==> config.mk <==
export PLATFORM = sky130hd
export DESIGN_NAME = line_clear
export DESIGN_NICKNAME = d
export VERILOG_FILES = /design/src/rtl/tetris_pkg.sv /design/src/rtl/row_collapse.sv /design/src/rtl/line_clear.sv
export SDC_FILE = /design/constraint.sdc
export NUM_CORES = 1
export LEC_CHECK = 0
export CAP_MARGIN = 20
export CORE_MARGIN = 3
export CORE_UTILIZATION = 35
export DETAILED_ROUTE_END_ITERATION = 6
export SLEW_MARGIN = 40
export SYNTH_ARGS = -nofsm -noshare
export SYNTH_HDL_FRONTEND = slang
export SYNTH_HIERARCHICAL = 1
export SYNTH_SLANG_ARGS = --single-unit
==> constraint.sdc <==
create_clock -name clk -period 4.1 [get_ports clk]
set_input_delay 0.41 -clock clk [delete_from_list [all_inputs] [get_ports clk]]
set_output_delay 0.41 -clock clk [all_outputs]
set_load 0.02 [all_outputs]
==> src/rtl/tetris_pkg.sv <==
// tetris_pkg: shared playfield geometry, shape/playfield types, scoring constants and line_clear states
package tetris_pkg;
  localparam int ROWS = 20;
  localparam int COLS = 10;
  typedef struct packed {
    logic [2:0] kind;
    logic [1:0] rot;
    logic [4:0] shape_row_pos;
    logic [3:0] shape_col_pos;
  } shape_t;
  typedef logic [ROWS-1:0][COLS-1:0] playfield_t;
  localparam logic [10:0] PTS_1 = 11'd40;
  localparam logic [10:0] PTS_2 = 11'd100;
  localparam logic [10:0] PTS_3 = 11'd300;
  localparam logic [10:0] PTS_4 = 11'd1200;
  typedef enum logic [1:0] {IDLE, SCAN, DONE} lc_state_e;
  function automatic logic [10:0] points(input int unsigned n);
    return n == 0 ? 11'd0 : n == 1 ? PTS_1 : n == 2 ? PTS_2 : n == 3 ? PTS_3 : PTS_4;
  endfunction
endpackage

==> src/rtl/row_collapse.sv <==
// row_collapse: removes one row from a playfield, shifting upper rows down and zero-filling the top
module row_collapse #(
  parameter int ROWS = 20,
  parameter int COLS = 10,
  parameter int RW = $clog2(ROWS)
) (
  input  logic [ROWS-1:0][COLS-1:0] field_i,
  input  logic [RW-1:0]             row_i,
  output logic [ROWS-1:0][COLS-1:0] field_o
);
  for (genvar g = 0; g < ROWS; g++) begin : g_row
    if (g == ROWS - 1) begin : g_top
      assign field_o[g] = '0;
    end else begin : g_body
      assign field_o[g] = (row_i > RW'(g)) ? field_i[g] : field_i[g+1];
    end
  end
endmodule

==> src/rtl/line_clear.sv <==
// line_clear: scans a locked playfield, removes full rows one per cycle, publishes result and saturating score
module line_clear #(
  parameter int ROWS = 20,
  parameter int COLS = 10,
  parameter int SCORE_W = 20
) (
  input  logic                      clk,
  input  logic                      reset,
  input  logic                      start,
  input  logic [ROWS-1:0][COLS-1:0] screen_in,
  output logic                      busy,
  output logic                      done,
  output logic [ROWS-1:0][COLS-1:0] screen_out,
  output logic [$clog2(ROWS+1)-1:0] lines_cleared,
  output logic [SCORE_W-1:0]        score
);
  import tetris_pkg::*;
  localparam int RW = $clog2(ROWS);
  localparam int CW = $clog2(ROWS + 1);
  lc_state_e                 state_q, state_d;
  logic [ROWS-1:0][COLS-1:0] work_q, work_d, collapsed;
  logic [RW-1:0]             r_q, r_d;
  logic [CW-1:0]             cnt_q, cnt_d;
  logic [ROWS-1:0][COLS-1:0] out_q, out_d;
  logic [CW-1:0]             lines_q, lines_d;
  logic [SCORE_W-1:0]        score_q, score_d, score_sat;
  logic [SCORE_W:0]          score_sum;
  logic                      full, last;
  row_collapse #(.ROWS(ROWS), .COLS(COLS), .RW(RW)) u_collapse (
    .field_i(work_q),
    .row_i  (r_q),
    .field_o(collapsed)
  );
  assign full      = &work_q[r_q];
  assign last      = r_q == RW'(ROWS - 1);
  assign score_sum = {1'b0, score_q} + (SCORE_W+1)'(points(32'(cnt_q)));
  assign score_sat = score_sum[SCORE_W] ? '1 : score_sum[SCORE_W-1:0];
  // next state: capture on start, collapse or advance in SCAN, publish results when leaving SCAN
  always_comb begin
    state_d = state_q;
    work_d  = work_q;
    r_d     = r_q;
    cnt_d   = cnt_q;
    out_d   = out_q;
    lines_d = lines_q;
    score_d = score_q;
    case (state_q)
      IDLE: if (start) begin
        state_d = SCAN;
        work_d  = screen_in;
        r_d     = '0;
        cnt_d   = '0;
      end
      SCAN: if (full) begin
        work_d = collapsed;
        cnt_d  = cnt_q + CW'(1);
      end else if (last) begin
        state_d = DONE;
        out_d   = work_q;
        lines_d = cnt_q;
        score_d = score_sat;
      end else begin
        r_d = r_q + RW'(1);
      end
      default: state_d = IDLE;
    endcase
  end
  // state and result registers with synchronous abort on reset
  always_ff @(posedge clk) begin
    if (reset) begin
      state_q <= IDLE;
      work_q  <= '0;
      r_q     <= '0;
      cnt_q   <= '0;
      out_q   <= '0;
      lines_q <= '0;
      score_q <= '0;
    end else begin
      state_q <= state_d;
      work_q  <= work_d;
      r_q     <= r_d;
      cnt_q   <= cnt_d;
      out_q   <= out_d;
      lines_q <= lines_d;
      score_q <= score_d;
    end
  end
  assign busy          = state_q != IDLE;
  assign done          = state_q == DONE;
  assign screen_out    = out_q;
  assign lines_cleared = lines_q;
  assign score         = score_q;
endmodule

==> load_flow_metrics.sql, run 1 <==
INSERT INTO impl_metrics (metric_group, metric, value, unit) VALUES
('timing', 'finalClockSkew', '0.0316', 'ns'),
('synthesis', 'yosys_warnings', '6', ''),
('clocking', 'post_cts_gate_resize_count', '0', ''),
('clocking', 'worst_setup_hold_path_clk_slew', '0.06', 'ns'),
('synthesis', 'yosysUniqueCellTypes', '75', ''),
('synthesis', 'post_synth.cell_area_avg', '8.22', 'um^2'),
('synthesis', 'netlist_instances', '2875', ''),
('place', 'detailed_place.area', '28300', 'um^2'),
('place', 'post-dp-hpwl', '60500', 'um'),
('die', 'initial_core_util', '0.356', ''),
('clocking', 'ctsLongestPathBuffers', '3', ''),
('route', 'vias', '24710', ''),
('timing', 'achievable_clock_frequency', '0.255', 'GHz'),
('worst_setup_path', 'worst_path_largest_cell_delay', '0.74', 'ns'),
('route', 'routedLengthMet1', '40100', 'um'),
('place', 'buffer_ports.inserted', '429', ''),
('die', 'floorplan.die.height', '266', 'um'),
('route', 'drcViolationCount', '0', ''),
('power_and_ir_drop', 'power.switching_fraction', '0.288', ''),
('clocking', 'hold_buffers', '0', ''),
('die', 'design.die.area', '70600', 'um^2'),
('grt', 'global_route_wire_length_before_repair', '142000', 'um'),
('flow_run', 'timing.max_cap.violations', '0', ''),
('synthesis', 'postSynth.asyncResetShare', '0', ''),
('clocking', 'cts-buffers-inserted', '51', ''),
('final_layout', 'most-common-layout-cells', '440 x nand2_1, 434 x dfxtp_1, 428 x clkdlybuf4s50_1', ''),
('final_layout', 'layout.filler_cells', '6457', ''),
('grt', 'grt_overflow_total', '0', ''),
('timing', 'fin_crit_sh', '0.957', ''),
('route', 'drtAntennaViolNets', '0', ''),
('timing', 'rsz0062_at_grt', 'false', ''),
('power_and_ir_drop', 'share_seq_of_total_power', '0.437', ''),
('route', 'routed-wl-met2', '43600', 'um'),
('synthesis', 'synth_area', '23600', 'um^2'),
('clocking', 'cts_max_level', '2', ''),
('final_layout', 'area_of_combinational_cells_with_multiple_inputs', '13500', 'um^2'),
('worst_setup_path', 'endpoint_kind', 'register', ''),
('power_and_ir_drop', 'net-switching-power', '3230', 'uW'),
('timing', 'tns', '0', 'ns'),
('worst_setup_path', 'timing.critical_path.arrival', '4.39', 'ns'),
('synthesis', 'synth_ff_type', 'dfxtp_1', ''),
('power_and_ir_drop', 'fin_total_pwr', '11200', 'uW'),
('worst_setup_path', 'startpoint_to_endpoint_class_of_the_critical_path', 'reg -> reg', ''),
('clocking', 'cts_setup_buffers', '0', ''),
('timing', 'period_minus_slack', '3.93', 'ns'),
('route', 'route.top_layer_used', 'met5', ''),
('power_and_ir_drop', 'cellPowerDensity', '373', 'nW/um^2'),
('timing', 'final-max-slew-violation-count', '0', ''),
('route', 'met3RoutedLength', '7210', 'um'),
('final_layout', 'final-seq-area', '8730', 'um^2'),
('route', 'wl', '94100', 'um'),
('final_layout', 'design_area', '30000', 'um^2'),
('final_layout', 'layout_commonest_cell', 'nand2_1', ''),
('worst_setup_path', 'worstPathBufferInverterCount', '1', ''),
('clocking', 'clock_sink_count', '436', ''),
('synthesis', 'edff_count_synth', '0', ''),
('worst_setup_path', 'critical_path_data_required_time', '4.57', 'ns'),
('run_status', 'outcome', 'completed', ''),
('final_layout', 'area_growth', '27.0', '%'),
('power_and_ir_drop', 'power.combinational.fraction', '0.146', ''),
('power_and_ir_drop', 'irDropWorstVdd', '0.253', 'mV'),
('grt', 'grt_pass1_vias', '23507', ''),
('route', 'mean_routed_wirelength_per_cell', '23.4', 'um'),
('grt', 'antenna_found_initial', '17', ''),
('place', 'gp_congestion', '0.844', ''),
('die', 'rows', '94', ''),
('worst_setup_path', 'cp_top_family', 'compound AO/OA/AOI/OAI gates', ''),
('power_and_ir_drop', 'internal_power', '7970', 'uW'),
('power_and_ir_drop', 'p_clk_frac', '0.416', ''),
('die', 'top_level_ports', '430', ''),
('final_layout', 'net_count_final', '3316', '');
synthesized netlist by cell type (8+ instances only):
| library cell | n |
|---|---|
| nand2_1 | 442 |
| dfxtp_1 | 436 |
| a21oi_1 | 425 |
| a21o_1 | 206 |
| clkbuf_1 | 206 |
| o21ai_0 | 205 |
| o22ai_1 | 204 |
| a32oi_1 | 200 |
| mux2_2 | 189 |
| buf_2 | 53 |
| nand4_1 | 42 |
| nor2_1 | 23 |
| buf_4 | 22 |
| nor3_1 | 22 |
| buf_6 | 15 |
| inv_1 | 13 |
| buf_1 | 10 |
| ha_1 | 10 |
| a31oi_1 | 9 |
| a211oi_1 | 8 |
| and3_1 | 8 |
| nand3_1 | 8 |
| or3_1 | 8 |
| xnor2_1 | 8 |
metrics by stage:
stage,util,instances,hold slack (ns),setup WS [ns]
after global placement,0.424,3908,0.444,0.273
after floorplan,-,2884,0.450,0.894
after global routing,0.452,4016,0.0256,0.0375
after detailed placement,0.426,3912,0.446,0.246
final,0.452,4018,0.0441,0.175
after CTS,0.451,4005,0.0145,0.201
routing by layer:
| layer | GRT usage | up-vias |
|---|---|---|
| li1 | - | 11284 |
| met1 | 0.338 | 12176 |
| met2 | 0.398 | 1072 |
| met3 | 0.0501 | 172 |
| met4 | 0.0937 | 6 |
| met5 | 0 | - |
final cells by class:
cell class	count	share of cell area
timing repair buffer	471	0.163
inverter	13	0.00163
antenna	12	0.00100
tap	864	0.0360
clock buffer	65	0.0470
sequential	436	0.291
clock inverter	28	0.00888
multi-input combinational	2129	0.451
cell families after synthesis:
logic type               synth area share
adder cells (fa/ha/maj)           0.00742
flip-flops                          0.370
other                            0.000159
AO/OA/AOI/OAI                       0.351
XOR/XNOR                          0.00371
AND/OR/NAND/NOR                     0.110
buffers and inverters              0.0618
multiplexers                       0.0957
path summary, 6_finish.rpt:
kind | end | slack, ns | start | cells after the start
max | score[4] | 0.17 | cnt_q[0] | 13
min | screen_out[93] | 0.04 | reset | 2
max reg2reg | score[4] | 0.17 | cnt_q[0] | 13
min reg2reg | screen_out[26] | 0.45 | screen_out[26] | 2
sequential cells by signal (all words and copies together) (netlist names):
register	count
r_q	5
screen_out	200
state_q	2
work_q	200
score	19
lines_cleared	5
cnt_q	5
power by group through the flow:
stage,clock [uW],sequential [uW],combinational (uW)
3_3_place_gp,0,4960,1540
4_1_cts,4750,4880,1610
5_1_grt,4910,4920,1780
6_report,4660,4900,1640
2_1_floorplan,0,4780,1150
3_5_place_dp,0,4970,1610
(Power assumes the default switching activity.)
==> run 2, diff against run 1 <==
==> constraint.sdc (replaced) <==
create_clock -name clk -period 4.1 [get_ports clk]
set_input_delay 1.23 -clock clk [delete_from_list [all_inputs] [get_ports clk]]
set_output_delay 1.23 -clock clk [all_outputs]
set_load 0.02 [all_outputs]
==> load_flow_metrics.sql, run 2 (synthesized netlist as in run 1, its figures left out) <==
INSERT INTO impl_metrics (metric_group, metric, value, unit) VALUES
('power_and_ir_drop', 'cellPowerDensity', '375', 'nW/um^2'),
('hold_path', 'hold_depth', '2', ''),
('final_layout', 'finish.cell_count_without_fillers', '4011', ''),
('final_layout', 'layout-drive-gt1-share', '0.112', ''),
('clocking', 'cts-buffers-inserted', '52', ''),
('place', 'gp_congestion', '0.830', ''),
('die', 'initial_core_util', '0.356', ''),
('clocking', 'ctsLongestPathBuffers', '3', ''),
('route', 'vias', '24494', ''),
('timing', 'tns', '0', 'ns'),
('worst_setup_path', 'worst_setup_path_start_kind', 'register', ''),
('die', 'floorplan.core_area', '66300', 'um^2'),
('worst_setup_path', 'worst-path-max-fanout', '80', ''),
('final_layout', 'area_growth', '26.9', '%'),
('route', 'drcViolationCount', '0', ''),
('worst_setup_path', 'r2r_end', 'work_q[18]', ''),
('timing', 'fin_hold_ws', '0.453', 'ns'),
('place', 'dp_slack', '0.326', 'ns'),
('power_and_ir_drop', 'p_leak', '0.0103', 'uW'),
('clocking', 'cts_root_buf', 'clkbuf_16', ''),
('worst_setup_path', 'worst_path_largest_cell_delay', '0.59', 'ns'),
('final_layout', 'net_count_final', '3313', ''),
('worst_setup_path', 'r2r_slack', '0.31', 'ns'),
('worst_setup_path', 'critPathLaunch', 'r_q[0]', ''),
('grt', 'global_route_wire_length_before_repair', '142000', 'um'),
('timing', 'max_slew.worst_pin.slew', '0.921', 'ns'),
('final_layout', 'most-common-layout-cells', '440 x nand2_1, 434 x dfxtp_1, 428 x clkdlybuf4s50_1', ''),
('place', 'placed_cells_incl_taps', '3909', ''),
('timing', 'max-slew-margin-rel', '0.386', ''),
('worst_setup_path', 'endpoint_kind', 'register', ''),
('worst_setup_path', 'cp-endpoint', 'work_q[18]', ''),
('power_and_ir_drop', 'irDropWorstVdd', '0.304', 'mV'),
('worst_setup_path', 'worst_r2r_path_depth', '9', ''),
('timing', 'final_hold_viol_count', '0', ''),
('route', 'mean_routed_wirelength_per_cell', '23.2', 'um'),
('grt', 'grt_overflow_total', '0', ''),
('final_layout', 'final_util', '0.452', ''),
('timing', 'rsz0062_at_grt', 'false', ''),
('die', 'die_width', '266', 'um'),
('place', 'buffer_ports.inserted', '429', ''),
('die', 'design.die.area', '70600', 'um^2'),
('clocking', 'clock_latency', '0.60', 'ns'),
('clocking', 'clock_sink_count', '436', ''),
('timing', 'final-max-slew-violation-count', '0', ''),
('final_layout', 'layout.filler_cells', '6482', ''),
('die', 'top_level_ports', '430', ''),
('final_layout', 'layout_commonest_cell', 'nand2_1', ''),
('timing', 'finalSetupViolCount', '0', ''),
('hold_path', 'holdCritPathClass', 'reg -> reg', ''),
('timing', 'finalWorstSetupSlack', '0.312', 'ns'),
('grt', 'grt_pass1_vias', '23441', ''),
('route', 'drtAntennaViolNets', '0', ''),
('route', 'via_per_inst', '6.11', ''),
('timing', 'fin_crit_sh', '0.924', ''),
('route', 'drt_pass1_iterations', '5', ''),
('clocking', 'cts_setup_buffers', '0', ''),
('grt', 'antenna_found_initial', '15', ''),
('clocking', 'cts_max_level', '2', ''),
('worst_setup_path', 'crit_path_top_delay_cell', 'dfxtp_2', ''),
('timing', 'achievable_clock_frequency', '0.264', 'GHz'),
('worst_setup_path', 'timing.critical_path.cells', 'buf_4 -> nand3b_1 -> nor3_1 -> or4_1 -> o31a_2 -> nor4_4 -> buf_12 -> a32oi_1 -> a21oi_1', ''),
('die', 'floorplan.die.height', '266', 'um'),
('grt', 'grt.total_usage', '0.249', ''),
('die', 'rows', '94', ''),
('timing', 'period_minus_slack', '3.79', 'ns'),
('worst_setup_path', 'timing.critical_path.arrival', '4.32', 'ns'),
('route', 'drtIter0Drc', '2169', ''),
('timing', 'finalClockSkew', '0.0213', 'ns'),
('route', 'wl', '93200', 'um'),
('flow_run', 'timing.max_cap.violations', '0', ''),
('run_status', 'outcome', 'completed', ''),
('clocking', 'cts_tree', 'built', ''),
('worst_setup_path', 'critical_path_data_required_time', '4.63', 'ns'),
('worst_setup_path', 'regToRegStartpoint', 'r_q[0]', ''),
('place', 'post-dp-hpwl', '59600', 'um'),
('clocking', 'worst_setup_hold_path_clk_slew', '0.06', 'ns'),
('worst_setup_path', 'startpoint_to_endpoint_class_of_the_critical_path', 'reg -> reg', ''),
('grt', 'grt_start_max_net_pins', '165', '');
## run 2: metal layers
| layer | up-vias | wire (um) | track usage |
|---|---|---|---|
| li1 | 11280 | - | - |
| met1 | 12094 | 39900 | 0.331 |
| met2 | 955 | 43600 | 0.403 |
| met3 | 157 | 6990 | 0.0568 |
| met4 | 8 | 2570 | 0.0777 |
| met5 | - | 57 | 0 |
## run 2: critical path: cells and delay by family (launching register included)
kind | cells | cell delay, ns
buffers and inverters | 2 | 0.78
AO/OA/AOI/OAI | 3 | 0.81
flip-flops | 1 | 0.59
AND/OR/NAND/NOR | 4 | 1.48
## run 2: layout make-up
class,instances,area (um^2),area share
multi-input cells,2129,13500,0.452
flip-flops and latches,436,8730,0.291
repair buffers,467,4830,0.161
clock buffers,81,1610,0.0538
well taps,864,1080,0.0361
clock inverters,12,121,0.00405
inverters,13,48.8,0.00163
diodes,9,22.5,0.000751
## run 2: worst min-delay path by stage
stage	from	to
after floorplan	state_q[1]	state_q[0]
after global placement	screen_out[171]	screen_out[171]
after detailed placement	screen_out[65]	screen_out[65]
after CTS	screen_out[65]	screen_out[65]
after global routing	screen_out[95]	screen_out[95]
final	screen_out[94]	screen_out[94]
## run 2: power by group
group / total [uW] / internal [uW] / switching [uW]
logic: 1620 / 809 / 814
clock network: 4720 / 2810 / 1910
registers: 4890 / 4470 / 429
total: 11200 / 8080 / 3160
## run 2: per-stage QoR
step	power, uW	cell area (um^2)
floorplan	5940	23700
global placement	6500	28200
detailed placement	6570	28200
CTS	11300	29900
global route	11700	30000
finish	11200	30000
## run 2: what timing repair did
action / in CTS / in global routing
hold buffers: 0 / 0
endpoints found under the setup margin: 0 / 4
gates resized for setup: 0 / 1
